<file path="src/rtl/pv_sample_averager_if.sv">
// Bus bundle for pv_sample_averager: sensor frame strobe in, windowed averages,
// status and FSM debug state out.
interface pv_sample_averager_if;
  // Strobe semantics: frame is sampled on the clk edge where frame_valid=1; there
  // is no backpressure, so every strobe is consumed. avg_valid is a one-cycle
  // strobe and the average outputs hold until the next strobe.
  logic [23:0] frame;
  logic        frame_valid;
  logic [7:0]  v_panel_avg;
  logic [7:0]  i_panel_avg;
  logic [7:0]  v_cap_avg;
  logic [15:0] power_avg;
  logic        avg_valid;
  logic        filled;
  logic [7:0]  err_count;
  logic        stale;
  logic        fsm_state;

  modport master (
    output frame, frame_valid,
    input  v_panel_avg, i_panel_avg, v_cap_avg, power_avg,
    input  avg_valid, filled, err_count, stale, fsm_state
  );

  modport slave (
    input  frame, frame_valid,
    output v_panel_avg, i_panel_avg, v_cap_avg, power_avg,
    output avg_valid, filled, err_count, stale, fsm_state
  );
endinterface

</file>
<file path="src/rtl/pv_sample_averager.sv">
// Moving-window averager for PV panel voltage/current and cap voltage frames.
// Optional stale-data timeout is built only when PV_STALE_TIMEOUT_EN is defined.
module pv_sample_averager #(
  parameter int LOG2_DEPTH     = 2,
  parameter int TIMEOUT_CYCLES = 5000000
) (
  input logic                clk,
  input logic                rst,
  pv_sample_averager_if.slave bus
);
  localparam int DEPTH = 1 << LOG2_DEPTH;
  localparam int SW    = 8 + LOG2_DEPTH;

  if (LOG2_DEPTH < 1 || LOG2_DEPTH > 4 || TIMEOUT_CYCLES < 1) begin : g_param_check
    $error("pv_sample_averager: illegal LOG2_DEPTH or TIMEOUT_CYCLES");
  end

  typedef enum logic {FILL = 1'b0, RUN = 1'b1} state_t;
  state_t state_q, state_d;

  logic [7:0]            buf_v [DEPTH];
  logic [7:0]            buf_i [DEPTH];
  logic [7:0]            buf_c [DEPTH];
  logic [LOG2_DEPTH-1:0] wr_ptr;
  logic [SW-1:0]         sum_v, sum_i, sum_c;
  logic [7:0]            new_v, new_i, new_c;
  logic [7:0]            avg_v, avg_i, avg_c;
  logic [7:0]            avg_v_nxt, avg_i_nxt, avg_c_nxt;
  logic [15:0]           power_q, power_nxt;
  logic [7:0]            err_q;
  logic                  accept, rejected, last_fill, pend_q, valid_q;

  assign new_v = bus.frame[23:16];
  assign new_i = bus.frame[15:8];
  assign new_c = bus.frame[7:0];

  // A saturated byte means the ADC clipped or the bus idled high mid-frame.
  assign rejected  = bus.frame_valid && (new_v == 8'hFF || new_i == 8'hFF || new_c == 8'hFF);
  assign accept    = bus.frame_valid && !rejected;
  assign last_fill = (wr_ptr == {LOG2_DEPTH{1'b1}});

  assign avg_v_nxt = sum_v[SW-1:LOG2_DEPTH];
  assign avg_i_nxt = sum_i[SW-1:LOG2_DEPTH];
  assign avg_c_nxt = sum_c[SW-1:LOG2_DEPTH];
  assign power_nxt = 16'(avg_v_nxt) * 16'(avg_i_nxt);

  always_comb begin
    state_d = state_q;
    if (state_q == FILL && accept && last_fill) state_d = RUN;
  end

  always_ff @(posedge clk) begin
    if (!rst) state_q <= FILL;
    else      state_q <= state_d;
  end

  always_ff @(posedge clk) begin
    if (!rst) begin
      for (int k = 0; k < DEPTH; k++) begin
        buf_v[k] <= '0;
        buf_i[k] <= '0;
        buf_c[k] <= '0;
      end
      wr_ptr  <= '0;
      sum_v   <= '0;
      sum_i   <= '0;
      sum_c   <= '0;
      avg_v   <= '0;
      avg_i   <= '0;
      avg_c   <= '0;
      power_q <= '0;
      err_q   <= '0;
      pend_q  <= 1'b0;
      valid_q <= 1'b0;
    end else begin
      if (accept) begin
        sum_v         <= sum_v - SW'(buf_v[wr_ptr]) + SW'(new_v);
        sum_i         <= sum_i - SW'(buf_i[wr_ptr]) + SW'(new_i);
        sum_c         <= sum_c - SW'(buf_c[wr_ptr]) + SW'(new_c);
        buf_v[wr_ptr] <= new_v;
        buf_i[wr_ptr] <= new_i;
        buf_c[wr_ptr] <= new_c;
        wr_ptr        <= wr_ptr + 1'b1;
      end
      // The frame that completes the window already counts as a RUN frame.
      pend_q <= accept && (state_q == RUN || last_fill);
      if (pend_q) begin
        avg_v   <= avg_v_nxt;
        avg_i   <= avg_i_nxt;
        avg_c   <= avg_c_nxt;
        power_q <= power_nxt;
      end
      valid_q <= pend_q;
      if (rejected && err_q != 8'hFF) err_q <= err_q + 8'd1;
    end
  end

`ifdef PV_STALE_TIMEOUT_EN
  localparam int TW = $clog2(TIMEOUT_CYCLES + 1);
  logic [TW-1:0] to_cnt;

  always_ff @(posedge clk) begin
    if (!rst)                                 to_cnt <= '0;
    else if (accept)                          to_cnt <= '0;
    else if (to_cnt != TW'(TIMEOUT_CYCLES))   to_cnt <= to_cnt + 1'b1;
  end

  assign bus.stale = (to_cnt == TW'(TIMEOUT_CYCLES));
`else
  assign bus.stale = 1'b0;
`endif

  assign bus.v_panel_avg = avg_v;
  assign bus.i_panel_avg = avg_i;
  assign bus.v_cap_avg   = avg_c;
  assign bus.power_avg   = power_q;
  assign bus.avg_valid   = valid_q;
  assign bus.filled      = (state_q == RUN);
  assign bus.err_count   = err_q;
  assign bus.fsm_state   = state_q;
endmodule
</file>
<file path="src/flat_wrapper.sv">
// flat-port wrapper written by rule: the top's interface ports become plain ports
module pv_sample_averager_flat 
#(
  parameter int LOG2_DEPTH     = 2,
  parameter int TIMEOUT_CYCLES = 5000000
)
  (clk, rst, bus_frame, bus_frame_valid, bus_v_panel_avg, bus_i_panel_avg, bus_v_cap_avg, bus_power_avg, bus_avg_valid, bus_filled, bus_err_count, bus_stale, bus_fsm_state);
  pv_sample_averager_if bus_i ();
  input logic clk;
  input logic rst;
  input wire logic [$bits(bus_i.frame)-1:0] bus_frame;
  input wire logic [$bits(bus_i.frame_valid)-1:0] bus_frame_valid;
  output wire logic [$bits(bus_i.v_panel_avg)-1:0] bus_v_panel_avg;
  output wire logic [$bits(bus_i.i_panel_avg)-1:0] bus_i_panel_avg;
  output wire logic [$bits(bus_i.v_cap_avg)-1:0] bus_v_cap_avg;
  output wire logic [$bits(bus_i.power_avg)-1:0] bus_power_avg;
  output wire logic [$bits(bus_i.avg_valid)-1:0] bus_avg_valid;
  output wire logic [$bits(bus_i.filled)-1:0] bus_filled;
  output wire logic [$bits(bus_i.err_count)-1:0] bus_err_count;
  output wire logic [$bits(bus_i.stale)-1:0] bus_stale;
  output wire logic [$bits(bus_i.fsm_state)-1:0] bus_fsm_state;
  assign bus_i.frame = bus_frame;
  assign bus_i.frame_valid = bus_frame_valid;
  assign bus_v_panel_avg = bus_i.v_panel_avg;
  assign bus_i_panel_avg = bus_i.i_panel_avg;
  assign bus_v_cap_avg = bus_i.v_cap_avg;
  assign bus_power_avg = bus_i.power_avg;
  assign bus_avg_valid = bus_i.avg_valid;
  assign bus_filled = bus_i.filled;
  assign bus_err_count = bus_i.err_count;
  assign bus_stale = bus_i.stale;
  assign bus_fsm_state = bus_i.fsm_state;
  pv_sample_averager #(.LOG2_DEPTH(LOG2_DEPTH), .TIMEOUT_CYCLES(TIMEOUT_CYCLES)) u_core (.clk(clk), .rst(rst), .bus(bus_i));
endmodule
</file>
<file path="config.mk">
export PLATFORM = sky130hd
export DESIGN_NAME = pv_sample_averager_flat
export DESIGN_NICKNAME = d
export VERILOG_FILES = /design/src/rtl/pv_sample_averager_if.sv /design/src/rtl/pv_sample_averager.sv /design/src/flat_wrapper.sv
export SDC_FILE = /design/constraint.sdc
export NUM_CORES = 1
export LEC_CHECK = 0
export CAP_MARGIN = 20
export CORE_MARGIN = 2
export CORE_UTILIZATION = 28
export CTS_CLUSTER_DIAMETER = 30
export DETAILED_ROUTE_END_ITERATION = 16
export PLACE_DENSITY = 0.44
export RECOVER_POWER = 50
export SYNTH_ARGS = -nofsm -noshare
export SYNTH_HDL_FRONTEND = slang
export SYNTH_SLANG_ARGS = --single-unit
</file>
<file path="constraint.sdc">
create_clock -name clk -period 5.9 [get_ports clk]
set_input_delay 1.18 -clock clk [delete_from_list [all_inputs] [get_ports clk]]
set_output_delay 1.18 -clock clk [all_outputs]
set_load 0.02 [all_outputs]
</file>
* Word level (Yosys, flattened, before mapping)
Memories as Yosys holds them, arrays and structs flattened. A register that Yosys moved wholly into a read port is not among the register bits.
Cells that the tools add are included.
** Storage, ports and cells
- Register bits after elaboration :: 83
- RAM bits :: 96
- Input bits :: 27
- Output and inout port bits :: 52
- Word-level logic and storage cells :: 62
- Memories kept :: 3
** Memories
- u_core.buf_c :: words 4, bits a word 8, rd ports 1, clocked after memory_dff 1, wr ports 4, RTL line pv_sample_averager.sv:23 : logic [7:0] buf_c [DEPTH];
- u_core.buf_i :: words 4, bits a word 8, rd ports 1, clocked after memory_dff 1, wr ports 4, RTL line pv_sample_averager.sv:22 : logic [7:0] buf_i [DEPTH];
- u_core.buf_v :: words 4, bits a word 8, rd ports 1, clocked after memory_dff 1, wr ports 4, RTL line pv_sample_averager.sv:21 : logic [7:0] buf_v [DEPTH];
** Cells by class
- Add/sub/neg operators :: 8
- $mul :: 1
- Equal/unequal tests :: 5
- Mux-type cells :: 19
- Bitwise logic cells :: 1
- Reduce and logical (&&, ||, !) cells :: 13
** Operators with widths (count)
- adder 10 x 8 -> 10 bit :: 3
- subtractor 10 x 8 -> 10 bit :: 3
- == test 8 bit, second input constant :: 3
- 2-to-1 mux 8 bit :: 3
- OR reduction 8 bit :: 3
- 2-to-1 mux 2 bit :: 9
- multiplier 8 x 8 -> 16 bit :: 1
- adder 8 x 1 -> 8 bit, second input constant :: 1
- inequality test 8 bit, second input constant :: 1
- 2-to-1 mux 1 bit :: 7
- logical AND 1 bit :: 6
- logical OR 1 bit :: 3
- adder 2 x 1 -> 2 bit, second input constant :: 1
- == test 2 bit, second input constant :: 1
- zero test 1 bit :: 1
- NOT 1 bit :: 1

* Longest topological paths before layout
Gate-level depths: netlist of the first run.
- Word-level depth :: 11
- Gate-level depth with buffers :: 18
- Depth with buffers taken out :: 17

* Worst setup path after synthesis of the first run
OpenSTA, ideal clock, no wires.
- Kind :: input-to-reg
- Start :: input port bus_frame[3]
- End :: memory u_core.buf_c[1][0] (enable)
- Setup time :: 0.438 ns
- Arrival :: 4.021 ns
- Required time :: 5.462 ns
- Setup slack :: 1.441 ns
- Cell stages on the path :: 7
- Buffers on the path :: 2
- Cell sequence :: inv_1 > or4_1 > buf_2 > nand3_2 > or3b_2 > buf_2 > o21ai_0
** RTL lines
- start, declared :: RTL line flat_wrapper.sv:11 : input wire logic [$bits(bus_i.frame)-1:0] bus_frame;
- end, declared :: RTL line pv_sample_averager.sv:23

* Final worst setup path of the first run
- Start :: register u_core.sum_i[9]
- End :: register u_core.power_q[11], in the netlist u_core.bus.power_avg[11]
** On the way
- Longest elaborated chain between the ends :: 1
** RTL lines
- start, declared :: RTL line pv_sample_averager.sv:25 : logic [SW-1:0] sum_v, sum_i, sum_c;
- start signal, assigned :: RTL line pv_sample_averager.sv:78 : sum_i <= sum_i - SW'(buf_i[wr_ptr]) + SW'(new_i);
- multiplier 8 x 8 -> 16 bit :: RTL line pv_sample_averager.sv:45 : assign power_nxt = 16'(avg_v_nxt) * 16'(avg_i_nxt);
- end signal, assigned :: RTL line pv_sample_averager.sv:91 : power_q <= power_nxt;
- end, declared :: RTL line pv_sample_averager.sv:29 : logic [15:0] power_q, power_nxt;
No other way between the ends.
A chain may end at the register's enable or synchronous reset.

==> results of run 1 <==
flip-flops by register name, indices dropped and copies added, names as in the netlist, named ones only:
signal	count
u_core.bus.avg_valid	1
u_core.sum_v	10
u_core.wr_ptr	2
u_core.bus.v_panel_avg	8
u_core.buf_c	32
u_core.bus.v_cap_avg	8
u_core.buf_i	32
u_core.bus.filled	1
u_core.bus.i_panel_avg	8
u_core.pend_q	1
u_core.bus.power_avg	16
u_core.bus.err_count	8
u_core.sum_c	10
u_core.buf_v	32
u_core.sum_i	10
power by group through the flow:
| stage | Combinational [mW] | Clock (mW) | Sequential (mW) |
|---|---|---|---|
| 3_5_place_dp | 1.97 | 0 | 1.61 |
| 2_1_floorplan | 1.52 | 0 | 1.55 |
| 4_1_cts | 1.98 | 1.16 | 1.58 |
| 6_report | 1.95 | 1.12 | 1.58 |
| 3_3_place_gp | 1.97 | 0 | 1.61 |
| 5_1_grt | 2.25 | 1.20 | 1.60 |
stage by stage:
| stage | std cells | utilization (%) | cell area, um2 | hold WS [ns] | power (mW) |
|---|---|---|---|---|---|
| global placement | 1658 | 31.9 | 12400 | 0.446 | 3.57 |
| finish | 1691 | 33.3 | 12900 | 0.456 | 4.66 |
| CTS | 1691 | 33.5 | 13000 | 0.463 | 4.73 |
| floorplan | 1095 | - | 11000 | 0.436 | 3.07 |
| global route | 1691 | 33.3 | 12900 | 0.486 | 5.06 |
| detailed placement | 1659 | 32.0 | 12400 | 0.452 | 3.58 |
worst min-delay path, stage by stage (launching register included):
cell and delay, ns:
dfxtp_1 0.31, nand2_1 0.05, a21oi_1 0.05
final timing paths:
check	startpoint	to	cells after the start
max	u_core.sum_i[9]	u_core.bus.power_avg[11]	15
min	u_core.sum_c[0]	u_core.sum_c[0]	2
min reg2reg	u_core.sum_c[0]	u_core.sum_c[0]	2
max reg2reg	u_core.sum_i[9]	u_core.bus.power_avg[11]	15
cells by family (layout without fill, tap and decap cells):
family,Yosys count,in the layout
buf+inv,195,273
compound gates,154,154
xor+xnor,25,25
simple gates,358,358
flops,181,181
mux,53,53
other cells,1,1
fa+ha+maj,128,128
layout by cell type, fill, tap and decap left out, drive strengths merged, types with 15 or more instances in the layout:
cell type / synthesis / routed
a21oi: 48 / 48
mux2i: 29 / 29
ha: 68 / 68
xnor2: 15 / 15
nand2: 95 / 95
edfxtp: 96 / 96
fa: 60 / 60
dlygate4sd3: 0 / 53
clkbuf: 20 / 23
clkdlybuf4s50: 0 / 24
inv: 148 / 154
o21ai: 39 / 39
nor2: 193 / 193
mux4: 24 / 24
dfxtp: 85 / 85
nand3: 16 / 16
metal layers:
metal | share of wire, % | vias to the layer above | global-route usage, %
li1 | - | 3806 | -
met4 | 1.9 | 0 | 4.46
met3 | 3.9 | 29 | 2.66
met5 | 0 | - | 0
met2 | 48 | 145 | 24.8
met1 | 47 | 3727 | 19.7
area by class of cell:
cell class                      instances  share of cell area, %
Clock buffer                           20                   3.70
Sequential cell                       181                   35.5
Clock inverter                         12                  0.698
Tap cell                              518                   5.02
Inverter                              150                   4.36
Multi-Input combinational cell        719                   43.7
Timing Repair Buffer                   91                   7.00
==> run summary, run 1 <==
number of synthesized flops with an enable pin - 96
Final HPWL DP - 21.0 mm
Tmin final - 4.63 ns
Net Sw Frac - 38.7%
Distinct cells, synth - 53
core footprint - 38700 um2
slew at the pin with the worst max-slew slack - 1.67 ns
CP peak stage delay - 0.57 ns
P&R area growth vs syn - 17.1%
grt ovf - 0
Starting Density - 28.5%
Most common cell on crit path - fa_1
Crit Path Max Fanout - 11
ys flop type - edfxtp_1
clock share of power - 24.1%
leading area contributor after synthesis - edfxtp_1
pre-CTS WS - 1.23 ns
clock transition at the registers of the reported paths - 0.07 ns
CP Buf/Inv Count - 3
largest family of logic cells by synthesized area - adder cells
cell count after synthesis - 1095
FF-to-FF setup slack - 1.27 ns
Post-Synth XOR/XNOR Area - 1.99%
Final Hold Viols - 0
PostCTS Resize Cnt - 0
vias in the first global route - 8039
Die X - 202 um
multiplexer area fraction after synthesis - 7.53%
IO Count - 79
later-pin clock latency in the skew report - 0.45 ns
TritonCTS Buffers - 17
Net Sw Power - 1.80 mW
Crit. End Element - flip-flop
largest net degree at the start of global routing - 70
Die Ht - 202 um
Hold Path Class - reg -> reg
Crit-path slowest cell - fa_1
Post-Synthesis Net Count - 1250
clk_skew - 0.0111 ns
via count - 7707
setup TNS - 0 ns
Worst Path Arrival - 4.98 ns
vias per std cell - 4.56
Pleak - 5.42 nW
input/output buffers - 77
diode count - 0
Max Cap Viol - 2
first-pass GRT wire length - 46.4 mm
Synth top area share - 26.1%
final WL - 28.9 mm
Combinational Power Share - 41.9%
final period utilization - 78.5%
WL/cell - 17.1 um
Peak VDD IR - 0.202 mV
layout cell share with drive strength beyond 1 - 6.82%
most common cell in the synthesized netlist - nor2_1
H-tree depth - 4
Synth Warn # - 0
Clock Sinks - 181
post-synthesis average cell area - 10.1 um2
Pins Over Slew Limit - 79
Clock Tree Buf Depth - 2
sequential fraction of design power - 34.0%
failing checks - capacitance limit, slew limit
FILL cells - 4020
Post-CTS Setup Inserts - 0
RSZ-0062 raised after global routing - no
status - finished, violations left
Slew headroom - -11.4%
antenna violations before repair - 0
clk root buf - clkbuf_16
sequential fraction of the synthesis area - 41.6%
gr usage total - 14.9%
Internal Power - 2.85 mW
ANT nets after route - 0
asr flop ratio synth - 0%
full die area - 41000 um2
worst setup margin - 1.27 ns
adder-cell share of the synthesized area - 18.6%
Register Area - 4590 um2
largest cells by area after synthesis - edfxtp_1, dfxtp_1, fa_1
Final nets - 1315
f_max - 0.216 GHz
Synth Area in Compound Gates - 9.15%
Startpoint Class - flip-flop
worst path required time - 6.24 ns
critical path, cell by cell - nand2_1 -> fa_1 -> fa_1 -> inv_1 -> fa_1 -> inv_1 -> fa_1 -> inv_1 -> ha_1 -> o21a_1 -> o31a_1 -> o31a_1 -> and2_1 -> o31a_1 -> a32o_1
Multi-input gate area - 5640 um2
CTS Hold Bufs - 0
drt drc - 0
Syn Std Cell Area - 11000 um2
basic-gate share of the synthesized area counting and, or, nand and nor cells - 13.9%
drt initial violations - 490
drt first pass iters - 5
flops & latches, synth - 181
Commonest cells post-synth - nor2_1, inv_1, edfxtp_1
TritonCTS clock tree - yes
CP Class - reg -> reg
final setup fails - 0
delay-heaviest family, CP - adder cells
# rows - 72
gpl congestion - 0.806
Pwr Density - 361 nW/um2
No activity file was read; power rests on OpenSTA's default activity.
==> run 2: changes to the inputs <==
- clock period: 5.9 -> 4.77 ns (I/O delays scaled with it)
==> run summary, run 2 (synthesized netlist as in run 1, its figures left out) <==
gr usage total - 14.7% (-0.13 points)
largest net degree at the start of global routing - 49 (-30%)
vias in the first global route - 7894 (-1.8%)
final period utilization - 94.3% (+16 points)
first-pass GRT wire length - 46.1 mm (-0.77%)
later-pin clock latency in the skew report - 0.45 ns (about the same)
CP Buf/Inv Count - 3 (unchanged)
clk_skew - 0.0132 ns (+0.00216 ns)
Final HPWL DP - 21.4 mm (+2.0%)
critical path, cell by cell - inv_1 -> nor2_1 -> fa_1 -> fa_1 -> inv_1 -> fa_1 -> fa_1 -> inv_1 -> ha_1 -> o21a_1 -> o31a_1 -> o31a_1 -> and2_1 -> o31a_1 -> a32o_1
leading cell type in the layout, fill and taps excluded - nor2_1
FILL cells - 4029 (+0.22%)
Worst Path Arrival - 4.85 ns (-0.13 ns)
Slew headroom - -72.2% (-61 points)
Pleak - 5.49 nW (+1.2%)
top flop regs - u_core.buf_c (32), u_core.buf_i (32), u_core.buf_v (32)
# rows - 72 (unchanged)
IO Count - 79 (unchanged)
Pins Over Slew Limit - 92 (+16%)
Combinational Power Share - 42.6% (+0.7 points)
Max Cap Viol - 3 (+1)
Die X - 202 um (unchanged)
final WL - 29.1 mm (+0.57%)
number of placed instances, taps included - 1674 (+0.90%)
WL/cell - 17.0 um (-0.31%)
Clock Tree Buf Depth - 2 (unchanged)
full die area - 41000 um2 (unchanged)
drt initial violations - 383 (-22%)
Final nets - 1330 (+1.1%)
worst path required time - 5.12 ns (-1.12 ns)
worst setup margin - 0.273 ns (-0.993 ns)
TritonCTS clock tree - yes
Startpoint Class - flip-flop
Crit. End Element - flip-flop
via count - 7733 (+0.34%)
CP Class - reg -> reg
TritonCTS Buffers - 17 (unchanged)
Register Area - 4590 um2 (unchanged)
delay-heaviest family, CP - adder cells
failing checks - capacitance limit, slew limit
overall power - 5.82 mW (+25%)
RSZ-0062 raised after global routing - no
Hold Path Cell Cnt - 2 (unchanged)
vias per std cell - 4.53 (-0.54%)
Post-Layout Cell Count - 1706 (+0.89%)
clock transition at the registers of the reported paths - 0.08 ns (about the same)
Stages on worst setup path - 15 (unchanged)
diode count - 0 (unchanged)
CP peak stage delay - 0.55 ns (-0.02 ns)
Clock Sinks - 181 (unchanged)
Starting Density - 28.5% (unchanged)
grt ovf - 0 (unchanged)
clk root buf - clkbuf_16
input/output buffers - 77 (unchanged)
Hold Path Class - reg -> reg
drt drc - 0 (unchanged)
slew at the pin with the worst max-slew slack - 2.58 ns (+0.913 ns)
Most common cell on crit path - fa_1
CTS Hold Bufs - 0 (unchanged)
sequential fraction of design power - 33.0% (-1.0 points)
H-tree depth - 4 (unchanged)
core footprint - 38700 um2 (unchanged)
Post-CTS Setup Inserts - 0 (unchanged)
PostCTS Resize Cnt - 0 (unchanged)
clock share of power - 24.4% (+0.3 points)
antenna violations before repair - 0 (unchanged)
Internal Power - 3.57 mW (+25%)
Multi-input gate area - 5650 um2 (+0.22%)
final setup fails - 0 (unchanged)
ANT nets after route - 0 (unchanged)
Pwr Density - 446 nW/um2 (+24%)
Crit-path slowest cell - fa_1
status - finished, violations left
Peak VDD IR - 0.197 mV (-2.5%)
drt first pass iters - 5 (unchanged)
layout cell share with drive strength beyond 1 - 8.42% (+1.6 points)
Tmin final - 4.50 ns (-0.137 ns)
f_max - 0.222 GHz (+3.0%)
Crit Path Max Fanout - 6 (-5)
gpl congestion - 0.812 (+0.77%)
setup TNS - 0 ns (unchanged)
P&R area growth vs syn - 18.2%
Die Ht - 202 um (unchanged)
Net Sw Power - 2.25 mW (+25%)
Net Sw Frac - 38.7% (-0.052 points)
pre-CTS WS - 0.269 ns (-0.959 ns)
most frequent cells in the layout - nor2_1, inv_1, edfxtp_1, nand2_1, dfxtp_1
R2R depth - 15 (unchanged)
Final Hold Viols - 0 (unchanged)
## run 2: final timing paths
| check | end | slack (ns) | start |
|---|---|---|---|
| max | u_core.bus.power_avg[11] | 0.27 | u_core.sum_v[3] |
| max reg2reg | u_core.bus.power_avg[11] | 0.27 | u_core.sum_v[3] |
| min reg2reg | u_core.bus.power_avg[15] | 0.46 | u_core.bus.power_avg[15] |
| min | u_core.bus.power_avg[15] | 0.46 | u_core.bus.power_avg[15] |
## run 2: per-layer routing
metal | vias up | part of all wire [%] | wire length (um) | global-route usage, %
met3 | 24 | 2.6 | 753 | 2.13
met2 | 104 | 48 | 13900 | 24.4
met5 | - | 0 | 0 | 0
met1 | 3772 | 48 | 14000 | 19.9
met4 | 0 | 1.4 | 419 | 4.69
li1 | 3833 | - | - | -
## run 2: tightest hold or removal path: stages, from the launching register on
cell and delay, ns:
dfxtp_1 0.33, nand2_1 0.05, o21ai_0 0.05
## run 2: power groups by stage
stage / registers (mW) / logic (mW) / clock network, mW
finish: 1.92 / 2.48 / 1.42
global route: 1.94 / 2.87 / 1.53
CTS: 1.92 / 2.53 / 1.47
detailed placement: 1.95 / 2.52 / 0
global placement: 1.95 / 2.52 / 0
floorplan: 1.92 / 1.88 / 0
## run 2: stage by stage
stage	util, %	hold slack [ns]	cell area [um2]
after CTS	33.7	0.458	13100
after global routing	33.6	0.491	13000
after global placement	32.2	0.444	12500
after detailed placement	32.2	0.446	12500
final	33.6	0.456	13000
after floorplan	-	0.436	11000
## run 2: layout make-up
cell class / instances / share of cell area, %
multi-input cells: 719 / 43.4
flip-flops and latches: 181 / 35.2
repair buffers: 106 / 7.70
well taps: 518 / 4.97
inverters: 150 / 4.32
clock buffers: 19 / 3.32
clock inverters: 13 / 1.10
